File: config.mk
export PLATFORM = sky130hd
export DESIGN_NAME = mem_data_interface
export DESIGN_NICKNAME = d
export VERILOG_FILES = /design/src/rtl/cpu_mem_pkg.sv /design/src/rtl/mem_handshake_fsm.sv /design/src/rtl/mem_data_interface.sv
export SDC_FILE = /design/constraint.sdc
export NUM_CORES = 1
export LEC_CHECK = 0
export ABC_AREA = 1
export CORE_MARGIN = 10
export CORE_UTILIZATION = 42
export DETAILED_ROUTE_END_ITERATION = 6
export GPL_ROUTABILITY_DRIVEN = 1
export PLACE_DENSITY = 0.87
export SLEW_MARGIN = 0
export SYNTH_ARGS = -nofsm -noshare
export SYNTH_HDL_FRONTEND = slang
export SYNTH_SLANG_ARGS = --single-unit
File: constraint.sdc
create_clock -name clk -period 4.25 [get_ports clk]
set_input_delay 1.275 -clock clk [delete_from_list [all_inputs] [get_ports clk]]
set_output_delay 1.275 -clock clk [all_outputs]
set_load 0.05 [all_outputs]
File: src/rtl/cpu_mem_pkg.sv
// Shared definitions for the MAR/MDR memory interface: default widths, handshake
// FSM state encoding and memory command encoding.
package cpu_mem_pkg;

    localparam int unsigned MEM_DATA_W         = 32;
    localparam int unsigned MEM_ADDR_W         = 9;
    localparam int unsigned MEM_TIMEOUT_CYCLES = 16;

    typedef enum logic [1:0] {
        ST_IDLE    = 2'd0,
        ST_RD_WAIT = 2'd1,
        ST_WR_WAIT = 2'd2,
        ST_DONE    = 2'd3
    } memState_t;

    // Value carried on memWe while memReq is high.
    typedef enum logic {
        MEM_CMD_RD = 1'b0,
        MEM_CMD_WR = 1'b1
    } memCmd_t;

endpackage

File: src/rtl/mem_handshake_fsm.sv
// req/ack memory handshake FSM: sequencing, wait-state timeout, memReq/memWe/done/memErr.
// Optional timeout watchdog enabled by defining MEM_TIMEOUT_EN.
module mem_handshake_fsm
    import cpu_mem_pkg::*;
#(
    parameter int unsigned TIMEOUT_CYCLES = MEM_TIMEOUT_CYCLES
) (
    input  logic clk,
    input  logic clr,
    input  logic rdStart,
    input  logic wrStart,
    input  logic memAck,
    output logic memReq,
    output logic memWe,
    output logic busy,
    output logic done,
    output logic memErr,
    output logic rdCapture_c
);

    memState_t state;
    memState_t stateNext;
    logic      timeoutHit;

`ifdef MEM_TIMEOUT_EN
    localparam int unsigned CNT_W = $clog2(TIMEOUT_CYCLES + 1);

    logic [CNT_W-1:0] waitCnt;
    logic             waiting;

    assign waiting    = (state == ST_RD_WAIT) || (state == ST_WR_WAIT);
    assign timeoutHit = waiting && !memAck && (waitCnt == CNT_W'(TIMEOUT_CYCLES - 1));

    // Counter sits at zero outside the wait states, so it is clear on every entry.
    always_ff @(posedge clk or posedge clr) begin
        if (clr) begin
            waitCnt <= '0;
        end else if (!waiting) begin
            waitCnt <= '0;
        end else begin
            waitCnt <= waitCnt + CNT_W'(1);
        end
    end

    // Sticky error, cleared only when a new transaction is accepted.
    always_ff @(posedge clk or posedge clr) begin
        if (clr) begin
            memErr <= 1'b0;
        end else if ((state == ST_IDLE) && (rdStart || wrStart)) begin
            memErr <= 1'b0;
        end else if (timeoutHit) begin
            memErr <= 1'b1;
        end
    end
`else
    assign timeoutHit = 1'b0;
    assign memErr     = 1'b0;
`endif

    always_ff @(posedge clk or posedge clr) begin
        if (clr) begin
            state <= ST_IDLE;
        end else begin
            state <= stateNext;
        end
    end

    always_comb begin
        stateNext   = state;
        rdCapture_c = 1'b0;
        case (state)
            ST_IDLE: begin
                if (rdStart) begin
                    stateNext = ST_RD_WAIT;
                end else if (wrStart) begin
                    stateNext = ST_WR_WAIT;
                end
            end
            ST_RD_WAIT: begin
                if (memAck) begin
                    stateNext   = ST_DONE;
                    rdCapture_c = 1'b1;
                end else if (timeoutHit) begin
                    stateNext = ST_DONE;
                end
            end
            ST_WR_WAIT: begin
                if (memAck || timeoutHit) begin
                    stateNext = ST_DONE;
                end
            end
            ST_DONE: stateNext = ST_IDLE;
            default: stateNext = ST_IDLE;
        endcase
    end

    // Outputs registered from the next state so they line up with the state register.
    always_ff @(posedge clk or posedge clr) begin
        if (clr) begin
            memReq <= 1'b0;
            memWe  <= MEM_CMD_RD;
            busy   <= 1'b0;
            done   <= 1'b0;
        end else begin
            memReq <= (stateNext == ST_RD_WAIT) || (stateNext == ST_WR_WAIT);
            memWe  <= (stateNext == ST_WR_WAIT) ? MEM_CMD_WR : MEM_CMD_RD;
            busy   <= (stateNext != ST_IDLE);
            done   <= (stateNext == ST_DONE);
        end
    end

endmodule

File: src/rtl/mem_data_interface.sv
// MAR/MDR stage between the datapath bus and main memory, sequenced by mem_handshake_fsm.
// Define MEM_TIMEOUT_EN to enable the wait-state timeout and memErr flag.
module mem_data_interface
    import cpu_mem_pkg::*;
#(
    parameter int unsigned DATA_W         = MEM_DATA_W,
    parameter int unsigned ADDR_W         = MEM_ADDR_W,
    parameter int unsigned TIMEOUT_CYCLES = MEM_TIMEOUT_CYCLES
) (
    input  logic              clk,
    input  logic              clr,
    input  logic [DATA_W-1:0] busMuxOut,
    input  logic              MARin,
    input  logic              MDRin,
    input  logic              rdStart,
    input  logic              wrStart,
    input  logic [DATA_W-1:0] memRdata,
    input  logic              memAck,
    output logic              memReq,
    output logic              memWe,
    output logic [ADDR_W-1:0] memAddr,
    output logic [DATA_W-1:0] memWdata,
    output logic [DATA_W-1:0] mdrOut,
    output logic [ADDR_W-1:0] marOut,
    output logic              busy,
    output logic              done,
    output logic              memErr
);

    logic [ADDR_W-1:0] marReg;
    logic [DATA_W-1:0] mdrReg;
    logic              rdCapture_c;
    logic              idle;

    assign idle = !busy;

    mem_handshake_fsm #(
        .TIMEOUT_CYCLES (TIMEOUT_CYCLES)
    ) uFsm (
        .clk         (clk),
        .clr         (clr),
        .rdStart     (rdStart),
        .wrStart     (wrStart),
        .memAck      (memAck),
        .memReq      (memReq),
        .memWe       (memWe),
        .busy        (busy),
        .done        (done),
        .memErr      (memErr),
        .rdCapture_c (rdCapture_c)
    );

    always_ff @(posedge clk or posedge clr) begin
        if (clr) begin
            marReg <= '0;
        end else if (idle && MARin) begin
            marReg <= busMuxOut[ADDR_W-1:0];
        end
    end

    // Read capture only happens in RD_WAIT, bus load only in IDLE: never both.
    always_ff @(posedge clk or posedge clr) begin
        if (clr) begin
            mdrReg <= '0;
        end else if (rdCapture_c) begin
            mdrReg <= memRdata;
        end else if (idle && MDRin) begin
            mdrReg <= busMuxOut;
        end
    end

    assign memAddr  = marReg;
    assign marOut   = marReg;
    assign memWdata = mdrReg;
    assign mdrOut   = mdrReg;

endmodule
==> metrics.txt <==
DR WL/cell 16.38 microns; status completed; CTS-repair resized insts 0; DRC Markers 0; drt first-iter violations 115; critical path class in2reg; DR vias 2697; clk slew on worst S/H paths 80 ps; synth warn 0; clk_skew 3.906 ps; total CTS buffers 5; most frequent cells after synthesis nand2_1, nand3_1, dfrtp_1; vias in the first global route 2727; Row Count 29; Filler cells 541; Slew @ Worst Pin 1003 ps; largest net degree at the start of global routing 65; multi-input logic area 1075 sq um; first-pass GRT wire length 13740 microns; post-DP HPWL 7037 microns; insertion delay to the later sink of the worst-skew pair 290 ps; nets 550; CTS Hold Bufs 0; remaining antenna violation count 0; Yosys reg bits 47; Peak Freq 346.2 MHz; post-synth net total 447; port bufs 156; die height 101.0 microns; Unique masters post-synth 14; Yosys top cell area share 42.65%; Finish-stage setup viols 0; total length of routed wires 9039 microns; CTS tree yes; Overall Global Routing Usage 16.72%; cell taking the most area after synthesis dfrtp_1; final std cell area, no fill 4069 sq um; initial antenna violation count 0; layout cells sized above 1 2.737%; post-synthesis cell area 2758 sq um; clock root buffer clkbuf_8; Post-Syn Area per Cell 7.433 sq um; crit share post-route 67.97%; Hold Path Class reg2reg; I/O pin total 158; Initial Utilization 43.43%; Worst Setup Start Kind primary input; Die X 101.0 microns; total clock sinks 47; Die ar. 10210 sq um; final hold viol count 0; Slew Limit Fails 0; setup_tns 0 ps; H-tree levels 2; total grt overflow 0; FFs w/ async S/R, synth 100.0%; post-synthesis cell count 371; VDD IR max 0.0005474 V; via-per-instance ratio 4.886; post-synthesis sequential area ratio 42.65%; post-CTS setup repair buffer count 0; critical path fanouts, max 64; RSZ-0062 raised after global routing false; routability cong. 0.8006; Post-DP Area 3988 sq um; total core area 6350 sq um; PD cells 976.9 nW/um^2; Lkg Pwr 2.015 nW; Worst Path Arrival 3120 ps; ranking of synthesized cells by area dfrtp_1, nand2_1, nand3_1; Ant. Diodes 0; overall power 0.003975 W; cell with the most instances after synthesis nand2_1; Register Area 1176 sq um; kind of end point of the critical path flip-flop; Worst EP required 4480 ps; Pre-Repair DR Iteration Count 4; Top FF cell, synth dfrtp_1; Slew headroom 33.10%; fin crit period 2889 ps; area delta synth->final 47.55%; Max-Cap Viols 0; CTS Buffer Depth 2; number of flops mapped to enable cells by yosys 0
-- path summary, 6_finish.rpt --
check,slack (ps),to,start,cells past startpoint
worst max-delay path,1360,mdrOut[6]$_DFFE_PP0P_,memAck,7
worst min-delay path,510,marOut[3]$_DFFE_PP0P_,marOut[3]$_DFFE_PP0P_,2
worst max register to register,2300,mdrOut[9]$_DFFE_PP0P_,uFsm.state[1]$_DFF_PP0_,8
worst min register to register,510,marOut[3]$_DFFE_PP0P_,marOut[3]$_DFFE_PP0P_,2
max in group asynchronous,2090,mdrOut[25]$_DFFE_PP0P_,clr,2
min in group asynchronous,1530,mdrOut[19]$_DFFE_PP0P_,clr,2
-- logic make-up (layout without fill, tap and decap cells) --
kind of cell | after synthesis | count (layout) | synth area share, %
compound gates | 3 | 3 | 0.5443
fa+ha+maj | 5 | 5 | 2.269
buf+inv | 76 | 180 | 18.38
flops | 47 | 47 | 42.65
other cells | 1 | 1 | 0.1360
simple gates | 239 | 239 | 36.03
-- flip-flops by register name, summed over array words and instances (netlist names) --
| signal | flops |
|---|---|
| mdrOut | 32 |
| marOut | 9 |
| uFsm.state | 2 |
| uFsm.busy | 1 |
| uFsm.done | 1 |
| uFsm.memReq | 1 |
| uFsm.memWe | 1 |
-- metrics by stage --
step	hold slack (ps)	util (%)	setup WS [ps]	std cells
after floorplan	528.4	-	1859	371
after global placement	482.7	62.80	1108	544
after detailed placement	496.2	62.80	1092	544
after CTS	512.1	64.08	1412	552
after global routing	549.4	64.08	1206	552
final	512.2	64.08	1361	552
-- critical path, cell delays in order --
cell and delay [ps]:
clkdlybuf4s50_1 730, nand2_2 210, buf_4 530, nand2_1 140, nand2_1 100, nand2_1 50
nand2_1 60
-- placed cells by master (no fill, tap or decap) --
cell / Yosys / final
o21ai_0: 2 / 2
inv_1: 11 / 10
a21oi_1: 1 / 1
nor2_1: 3 / 3
conb_1: 1 / 1
nand2_2: 1 / 1
clkinv_2: 0 / 1
clkbuf_1: 3 / 2
dfrtp_1: 47 / 47
nand3_1: 75 / 75
buf_4: 45 / 5
ha_1: 5 / 5
clkbuf_8: 0 / 5
nand2_1: 160 / 160
inv_2: 0 / 1
clkdlybuf4s50_1: 0 / 156
-- layout make-up --
| type | count | share of cell area [%] |
|---|---|---|
| clock buffers | 7 | 1.876 |
| clock inverters | 1 | 0.1230 |
| inverters | 11 | 1.015 |
| multi-input cells | 248 | 26.41 |
| flip-flops and latches | 47 | 28.91 |
| well taps | 77 | 2.368 |
| repair buffers | 161 | 39.30 |
-- power breakdown --
part	internal, W	switching (W)
clock	0.000116	0.000142
sequential	0.000662	0.000163
combinational	0.000888	0.00200
total	0.00167	0.00231
-- per-layer routing --
layer	vias to the layer above	track usage (%)	wire length, microns
li1	1326	-	-
met1	1248	18.21	3351
met2	115	30.52	4802
met3	8	5.556	776
met4	0	3.644	109
met5	-	0	0
(Power assumes the default switching activity.)
==> edit: new RTL, config.mk and constraints unchanged <==
The package constant `MEM_DATA_W` goes from 32 to 48.
--- a/src/rtl/cpu_mem_pkg.sv
+++ b/src/rtl/cpu_mem_pkg.sv
@@ -2,7 +2,7 @@
 // FSM state encoding and memory command encoding.
 package cpu_mem_pkg;
 
-    localparam int unsigned MEM_DATA_W         = 32;
+    localparam int unsigned MEM_DATA_W         = 48;
     localparam int unsigned MEM_ADDR_W         = 9;
     localparam int unsigned MEM_TIMEOUT_CYCLES = 16;
 
Ports: changed (resized busMuxOut, mdrOut, memRdata and memWdata); port bits go from 158 to 222. No check against the original RTL was run, so the function may have changed too.
==> edit against the original RTL <==
  * Combinational power is 38% higher
  * Global-route usage is 3.5 points higher
  * First-iteration DRC count is 130% higher
  * Total power is 40% higher
  * Area after synthesis is 34% higher
  * Routed wire length is 49% higher
  * Setup slack worse by 170 ps
  * Non-clock buffer count is 64 higher
  * Final area is 38% higher
  * Sequential cell count is 16 higher
  * Critical path type is now reg2reg
  * Largest power group unchanged
  * Highest routed layer unchanged
==> edit: results (changes against the original RTL) <==
The cell row count came to 34 (was 29). The post-synthesis sequential element count is 63 (was 47). The met1 track demand over resource is 21.2% (was 18.2%). The final HPWL from detailed placement is 10400 um (was 7040 um). The count of inverters not on the clock network in the layout is 10 (was 11). The capturing point of the worst reg2reg path is mdrOut[15] (was mdrOut[9]). The sequential cell fraction of total power came out at 20.6% (was 20.8%). The area growth from synthesis to final layout came out at 51.5% (was 47.5%). The H-tree depth came out at 3 (was 2). The fraction of area in clock buffers and inverters is 2.81% (was 2.00%). The global routing met2 resource utilization is 34.8% (was 30.5%). The worst min-delay path endpoint was marOut[0] (was marOut[3]). The worst hold slack came out at 524 ps (was 512 ps). The sum of internal, switching and leakage power came out at 5.57 mW (was 3.98 mW). The placed instance area came out at 0.00546 mm2 (was 0.00399 mm2). The per-cell routed wire length came out at 17.7 um (was 16.4 um). The sequential share of the synthesized area came to 42.5% (was 42.6%). The share of the cycle needed by the critical path after routing is 72.0% (was 68.0%). The depth of the worst register-to-register path is 6 (was 8). The detailed router's first-iteration violation count is 261 (was 115). The switching power total came to 3.26 mW (was 2.31 mW).

The leakage component of the power is 2.75 nW (was 2.01 nW). The power share of the combinational group came out at 71.5% (was 72.8%). The final routed wirelength across all metal layers came to 13500 um (was 9040 um). The count of buffers inserted at the top-level ports came out at 220 (was 156). The met2 wire length is 6690 um (was 4800 um). The TritonCTS buffer count is 9 (was 5). Outcome: completed (unchanged). The maximum vdd ir drop was 0.586 mV (was 0.547 mV). The pin count of the biggest net entering global routing is 55 (was 65). The number of multi-input combinational cells in the layout came out at 341 (was 248).

The start point of the worst hold path is marOut[0] (was marOut[3]). The final net count is 758 (was 550). The overall track demand over capacity in global routing was 20.2% (was 16.7%). The fraction of area in multi-input gates was 26.3% (was 26.4%). The sequential share of cell area was 28.1% (was 28.9%).
==> edit: how the worst max path moves through the flow <==
| stage | from | endpoint | cells after the start |
|---|---|---|---|
| floorplan | clr | marOut[0] | 1 |
| global placement | uFsm.state[1] | mdrOut[7] | 6 |
| detailed placement | uFsm.state[1] | mdrOut[15] | 6 |
| CTS | uFsm.state[1] | mdrOut[15] | 6 |
| global route | uFsm.state[1] | mdrOut[13] | 6 |
| finish | uFsm.state[1] | mdrOut[15] | 6 |
==> edit: cells by family (layout without fill, tap and decap cells) <==
kind of cell / count (synthesis) / after routing / synth area share, %
AND/OR/NAND/NOR: 331 / 331 / 37.2
buffers and inverters: 101 / 251 / 17.9
flip-flops: 63 / 63 / 42.5
adder cells (fa/ha/maj): 5 / 5 / 1.69
AO/OA/AOI/OAI: 4 / 4 / 0.540
other: 1 / 1 / 0.101
==> edit: tightest hold or removal path, delay by kind of cell, from the launching register on <==
family | cells | cell delay, ps
DFF | 1 | 380
and+or+nand+nor | 2 | 110
